## src/rtl/fetch_realigner.sv

```systemverilog
// fetch_realigner: two-entry fetch buffer in front of the instruction cache.
// Returns one RVC-aligned instruction per IF-stage PC, stitching 32-bit
// instructions that straddle a word boundary, and optionally prefetches the
// next sequential word while the current one is being consumed.
module fetch_realigner #(
  parameter bit          BYTE_SWAP = 1'b1,
  parameter bit          PREFETCH  = 1'b1,
  parameter logic [31:0] NOP       = 32'h00000013
) (
  input  logic        clk,
  input  logic        rst,
  input  logic [31:0] pc,
  output logic        ready,
  output logic        compressed,
  output logic [31:0] inst,
  input  logic        ICACHE_stall,
  output logic        ICACHE_ren,
  output logic        ICACHE_wen,
  output logic [29:0] ICACHE_addr,
  input  logic [31:0] ICACHE_rdata,
  output logic [31:0] ICACHE_wdata
);

  typedef enum logic {
    S_IDLE = 1'b0,
    S_REQ  = 1'b1
  } state_t;

  state_t      r_state;
  state_t      w_state_nxt;
  logic [29:0] r_req_addr;
  logic [29:0] w_req_addr_nxt;
  logic        w_fill;

  // Entry E[k] only ever holds a word whose address has bit 0 == k
  logic [1:0]  r_valid;
  logic [29:0] r_tag  [2];
  logic [31:0] r_data [2];

  logic [29:0] w_a;
  logic [29:0] w_a1;
  logic        w_hit_a;
  logic        w_hit_a1;
  logic [31:0] w_word_a;
  logic [31:0] w_word_a1;
  logic [15:0] w_half;
  logic        w_c;
  logic        w_need_a1;
  logic        w_ready;
  logic [31:0] w_fill_data;
  logic        w_unused_pc0;

  // Reverse byte lanes so a big-lane cache word becomes little-endian packed
  function automatic logic [31:0] f_lane_swap(input logic [31:0] d);
    return {d[7:0], d[15:8], d[23:16], d[31:24]};
  endfunction

  // pc[0] is architecturally always zero
  assign w_unused_pc0 = pc[0];

  assign w_a       = pc[31:2];
  assign w_a1      = w_a + 30'd1;
  assign w_hit_a   = r_valid[w_a[0]] && (r_tag[w_a[0]] == w_a);
  assign w_hit_a1  = r_valid[w_a1[0]] && (r_tag[w_a1[0]] == w_a1);
  assign w_word_a  = r_data[w_a[0]];
  assign w_word_a1 = r_data[w_a1[0]];
  assign w_half    = pc[1] ? w_word_a[31:16] : w_word_a[15:0];
  assign w_c       = (w_half[1:0] != 2'b11);
  // Only a 32-bit instruction starting in the upper half needs the next word
  assign w_need_a1 = !w_c && pc[1];
  // A miss on A makes the length unknown, so it alone forces not-ready
  assign w_ready   = w_hit_a && (!w_need_a1 || w_hit_a1);

  assign w_fill_data = BYTE_SWAP ? f_lane_swap(ICACHE_rdata) : ICACHE_rdata;

  // Aligned instruction output; NOP whenever the needed words are not all present
  always_comb begin
    ready      = w_ready;
    compressed = 1'b0;
    inst       = NOP;
    if (w_ready) begin
      compressed = w_c;
      if (w_c) begin
        inst = {16'h0000, w_half};
      end else if (pc[1]) begin
        inst = {w_word_a1[15:0], w_half};
      end else begin
        inst = w_word_a;
      end
    end
  end

  // Next-state: demand miss on A, then A+1, then optional prefetch of A+1
  always_comb begin
    w_state_nxt    = r_state;
    w_req_addr_nxt = r_req_addr;
    w_fill         = 1'b0;
    case (r_state)
      S_IDLE: begin
        if (!w_hit_a) begin
          w_req_addr_nxt = w_a;
          w_state_nxt    = S_REQ;
        end else if (w_need_a1 && !w_hit_a1) begin
          w_req_addr_nxt = w_a1;
          w_state_nxt    = S_REQ;
        end else if (PREFETCH && w_ready && !w_hit_a1) begin
          w_req_addr_nxt = w_a1;
          w_state_nxt    = S_REQ;
        end
      end
      S_REQ: begin
        if (!ICACHE_stall) begin
          w_fill      = 1'b1;
          w_state_nxt = S_IDLE;
        end
      end
      default: w_state_nxt = S_IDLE;
    endcase
  end

  // State and request address; reset abandons any outstanding request
  always_ff @(posedge clk or posedge rst) begin
    if (rst) begin
      r_state    <= S_IDLE;
      r_req_addr <= 30'd0;
    end else begin
      r_state    <= w_state_nxt;
      r_req_addr <= w_req_addr_nxt;
    end
  end

  // Entry valid bits; the memory is read-only so entries are only ever filled
  always_ff @(posedge clk or posedge rst) begin
    if (rst) begin
      r_valid <= 2'b00;
    end else if (w_fill) begin
      r_valid[r_req_addr[0]] <= 1'b1;
    end
  end

  // Entry tag and data capture on the completing cache cycle
  always_ff @(posedge clk) begin
    if (w_fill) begin
      r_tag[r_req_addr[0]]  <= r_req_addr;
      r_data[r_req_addr[0]] <= w_fill_data;
    end
  end

  assign ICACHE_ren   = (r_state == S_REQ);
  assign ICACHE_addr  = r_req_addr;
  assign ICACHE_wen   = 1'b0;
  assign ICACHE_wdata = 32'h00000000;

endmodule
```

## config.mk

```make
export PLATFORM = sky130hd
export DESIGN_NAME = fetch_realigner
export DESIGN_NICKNAME = d
export VERILOG_FILES = /design/src/rtl/fetch_realigner.sv
export SDC_FILE = /design/constraint.sdc
export NUM_CORES = 1
export LEC_CHECK = 0
export BUFFER_PORTS_ARGS = -buffer_cell sky130_fd_sc_hd__clkbuf_2
export CORE_MARGIN = 3
export CORE_UTILIZATION = 55
export DETAILED_ROUTE_END_ITERATION = 10
export HOLD_SLACK_MARGIN = 0.02
export MAX_ROUTING_LAYER = met4
export PLACE_DENSITY = 0.79
export SLEW_MARGIN = 20
export SYNTH_ARGS = -nofsm -noshare
export SYNTH_HDL_FRONTEND = slang
export SYNTH_SLANG_ARGS = --single-unit
```

## constraint.sdc

```tcl
create_clock -name clk -period 4.24 [get_ports clk]
set_input_delay 0.848 -clock clk [delete_from_list [all_inputs] [get_ports clk]]
set_output_delay 0.848 -clock clk [all_outputs]
set_load 0.02 [all_outputs]
```

* After elaboration in Yosys (flattened, before gate mapping)
Memory sizes are Yosys's and may differ from the RTL's. Cells that the tools add are included.
Operators by class: $add $sub $neg 1, order comparisons 4, equality and inequality tests 4, mux-type cells 23, bitwise logic cells 2, reduce and logical (&&, ||, !) cells 12
Operator list (count):
- $mux 32 | 3
- $mux 30 | 3
- $eq 30x30->1 | 2
- $add 30x1->30 const B | 1
- $mux 16 | 1
- $mux 1 | 14
- $logic_and 1x1->1 | 7
- $lt 1x2->1 const B | 3
- $logic_not 1->1 | 3
- $ne 3x1->1 const B | 1
- $ne 2x2->1 const B | 1
- $or 2x2->2 | 1
- $pmux 1 s2 | 1
- $reduce_and 2->1 | 1
- $demux 1 s1 | 1
- $ge 1x1->1 const B | 1
- $logic_or 1x1->1 | 1
- $not 1->1 | 1
Word-level totals: bits in registers 33, memory bits (writable) 124, input port bits 67, output and inout bits 98, word-level logic and storage cells 51, memories 2
Memories:
- r_data | depth 2, width 32, rd ports 2, clocked after memory_dff 0, write ports 1, line 38 | logic [31:0] r_data [2];
- r_tag | depth 2, width 30, rd ports 2, clocked after memory_dff 0, write ports 1, line 37 | logic [29:0] r_tag [2];

* Depth between registers and ports, before layout
An unclocked memory read counts as a cell.
depth after elaboration 13, depth in mapped cells 13, mapped depth without buffers 9

* Worst setup path after synthesis
No wires, ideal clock.
path kind input to output, start input pc[2], end output inst[21], arrival 3.304 ns, data required time 3.392 ns, path slack 0.088 ns, stages on the path 11, path buffers 4, path through buf_6 -> buf_6 -> buf_6 -> mux2_2 -> nor3_1 -> o2111ai_1 -> a2111oi_0 -> and4_1 -> a31oi_2 -> buf_2 -> nor3b_2
On the way: word-level cells in the longest chain between the ends 9, elaborated cells on any way between the ends 21, classes of those cells add/sub: 1; eq/ne: 3; mux: 8; reduce/logical: 7; memory: 2
Ends and longest elaborated chain:
- start: declaration | line 12 | input logic [31:0] pc,
- parallel branches: the longest is 8 deep, another holds $add 30x1->30
- $mux 32 (*) | line 81 | if (w_ready) begin
- end: declaration | line 15 | output logic [31:0] inst,
Every way passes the cells marked *. The select of a mux whose other input is x is not followed.

* Final worst setup path
start input pc[2], end output inst[9]
Same word-level chain as after synthesis.

==> flow_metrics.py <==
metrics = {
    "outcome": {
        "outcome": "finished, violations left",
        "failed_checks": "setup timing",
    },
    "timing": {
        "rsz0062_at_grt": "yes",
        "clock_skew_ns": 0.0109,
        "post-route-period-util": 1.04,
        "worst_slack_ns": -0.182,
        "setup-tns-final_ns": -3.19,
        "fin_crit_ns": 4.42,
        "worst_pin_slew_ns": 0.818,
        "finalHoldViolCount": 0,
        "maxSlewViolCount": 0,
        "slew_headroom": 0.454,
        "fmax_mhz": 226,
        "finalSetupViolations": 31,
    },
    "place": {
        "dpl.cell_count": 1059,
        "port_buffers": 130,
        "hpwl_um": 16400,
        "gp_congestion": 0.971,
    },
    "synthesis": {
        "netlist_area_um2": 8950,
        "synth.area.top_cells": "edfxtp_1 (42%), dfrtp_1 (9.2%), mux4_2 (8.1%), mux2i_1 (6.6%), xnor2_1 (5.2%)",
        "synth_top_area_cell": "edfxtp_1",
        "ys_seq_elements": 157,
        "synth_edf_count": 124,
        "async_flop_share": 0.210,
        "synth_cell_types": 60,
        "synthCells": 677,
        "syn-mean-instance-area_um2": 13.2,
        "synth_common_cells": "edfxtp_1 (124), mux2i_1 (59), xnor2_1 (53)",
        "synth.most_common_cell": "edfxtp_1",
        "ys.warnings.count": 0,
        "yosysTopAreaCellShare": 0.416,
        "ys_seq_area_frac": 0.508,
        "synthFlopType": "edfxtp_1",
    },
    "min_path": {
        "hp-class": "register to register",
    },
    "floorplanning": {
        "initial_core_util": 0.563,
        "core_um2": 15900,
        "dieArea_um2": 17800,
        "pin_count": 165,
        "fp.dieH_um": 134,
        "row_count": 46,
        "die_x_um": 134,
    },
    "worst_setup_path": {
        "critPathCaptureType": "primary output",
        "worstSetupStartpointType": "input pin",
        "crit_fanout": 8,
        "critPathArrivalTime_ns": 3.57,
        "critical_path_required_ns": 3.39,
        "path_class": "input pin to primary output",
    },
    "power_and_ir_drop": {
        "p_total_mw": 4.25,
        "p_leak_nw": 4.64,
        "p_per_area_nw_per_um2": 364,
        "max-vdd-ir-drop_v": 0.000289,
    },
    "clock_tree": {
        "cts_tree": "yes",
        "root_buffer": "clkbuf_16",
        "cts.sinks": 157,
        "clockBufferDepth": 2,
        "numCtsBuffers": 17,
        "postCtsHoldBufs": 0,
        "ctsHtreeMaxLevel": 4,
        "insertion_delay_ns": 0.44,
        "clk_pin_slew_ns": 0.06,
    },
    "drt": {
        "drt_pass1_iterations": 5,
        "drtIter0Drc": 389,
        "wl_um": 25400,
        "wire_per_inst_um": 22.8,
        "num_vias": 6565,
        "drc": 0,
        "ant_nets": 0,
        "viasPerCell": 5.89,
    },
    "global_routing": {
        "antenna_found_initial": 0,
        "grt_pass1_wl_um": 37300,
        "grt_start_max_net_pins": 38,
        "grt_pass1_vias": 6872,
        "grt_overflow": 0,
        "track_usage": 0.282,
    },
    "cells_and_area": {
        "multi_input_area_um2": 4320,
        "diodes": 0,
        "seqCellArea_um2": 4550,
        "area_growth_pct": 30.3,
        "drive_gt1_frac": 0.414,
        "stdcell_count": 1115,
        "nets": 954,
        "n_fill_cell": 1026,
    },
    "run": {
        "cap_violations": 0,
    },
}
==> final cells by class <==
class | count | area share
Sequential cell | 157 | 0.390
Tap cell | 216 | 0.0232
Timing Repair Buffer | 239 | 0.160
Multi-Input combinational cell | 461 | 0.370
Clock buffer | 17 | 0.0365
Inverter | 10 | 0.00322
Clock inverter | 15 | 0.0168
==> where the power goes <==
group / internal (mW) / switching, mW / total [mW]
Clock: 0.855 / 0.722 / 1.58
Sequential: 1.82 / 0.0926 / 1.92
Combinational: 0.329 / 0.430 / 0.758
Total: 3.01 / 1.24 / 4.25
==> sequential cells by signal (all words and copies together) (netlist names) <==
name,flops
r_data,64
r_valid,2
ICACHE_addr,30
ICACHE_ren,1
r_tag,60
==> worst paths after layout <==
check | slack (ns) | startpoint | cells after the start | end
setup / recovery | -0.18 | pc[2] | 15 | inst[9]
hold / removal | 0.49 | r_valid[0]$_DFFE_PP0P_ | 1 | r_valid[0]$_DFFE_PP0P_
setup reg to reg | 1.12 | r_tag[1][27]$_DFFE_PP_ | 11 | ICACHE_addr[29]$_DFFE_PP0P_
hold reg to reg | 0.49 | r_valid[0]$_DFFE_PP0P_ | 1 | r_valid[0]$_DFFE_PP0P_
max in group asynchronous | 3.34 | rst | 3 | ICACHE_addr[25]$_DFFE_PP0P_
min in group asynchronous | 0.51 | rst | 3 | ICACHE_addr[1]$_DFFE_PP0P_
==> timing repair <==
| item | CTS | global route |
|---|---|---|
| buffers inserted | 17 | 3 |
| gates cloned | 3 | 1 |
| endpoints found under the setup margin | 31 | 31 |
| gates resized for setup | 86 | 83 |
| pin swaps | 6 | 8 |
==> critical path, stage by stage <==
cell and delay [ns]:
buf_12 0.11, buf_8 0.13, buf_12 0.14, buf_4 0.13
mux2i_2 0.22, xnor2_2 0.12, nor4_2 0.24, nand4_1 0.20
or2_1 0.29, and4bb_4 0.35, buf_6 0.12, a31oi_4 0.14
clkbuf_16 0.22, nor2b_4 0.17, buf_8 0.13
==> per-layer routing <==
layer  wire length (um)  track usage  share of wire
met4               1020        0.119          0.040
met5                  0            -              0
met3               1880       0.0721          0.074
met1               9200        0.322           0.36
met2              13400        0.475           0.52
==> kinds of logic after synthesis <==
logic type | synth area share
adder cells (fa/ha/maj) | 0.00140
buffers and inverters | 0.0617
flip-flops | 0.508
XOR/XNOR | 0.0939
AND/OR/NAND/NOR | 0.117
other | 0.000419
multiplexers | 0.186
AO/OA/AOI/OAI | 0.0317
==> layout by cell type, fill, tap and decap left out, drive strengths merged, types with 5 or more instances in the layout <==
cell,count
clkbuf,121
mux4,32
xor2,43
nor2b,13
and3,5
mux2i,59
dfrtp,33
nor3b,17
clkinv,5
and4,5
buf,135
inv,18
nand3,15
nand4,20
nor2,29
edfxtp,124
xnor2,53
mux2,31
nor3,18
conb,33
or3,6
a21oi,9
nor4,14
nand2,18
==> per-stage QoR <==
| step | util | hold slack [ns] | instance area, um^2 | setup slack [ns] |
|---|---|---|---|---|
| 4_1_cts | 0.716 | 0.496 | 11400 | -0.0814 |
| 6_report | 0.734 | 0.488 | 11700 | -0.182 |
| 2_1_floorplan | - | 0.441 | 9070 | 0.0884 |
| 5_1_grt | 0.734 | 0.510 | 11700 | -0.230 |
| 3_5_place_dp | 0.643 | 0.480 | 10200 | -0.259 |
| 3_3_place_gp | 0.643 | 0.452 | 10200 | -0.227 |
Note: power is estimated with default switching activity, not from simulation.
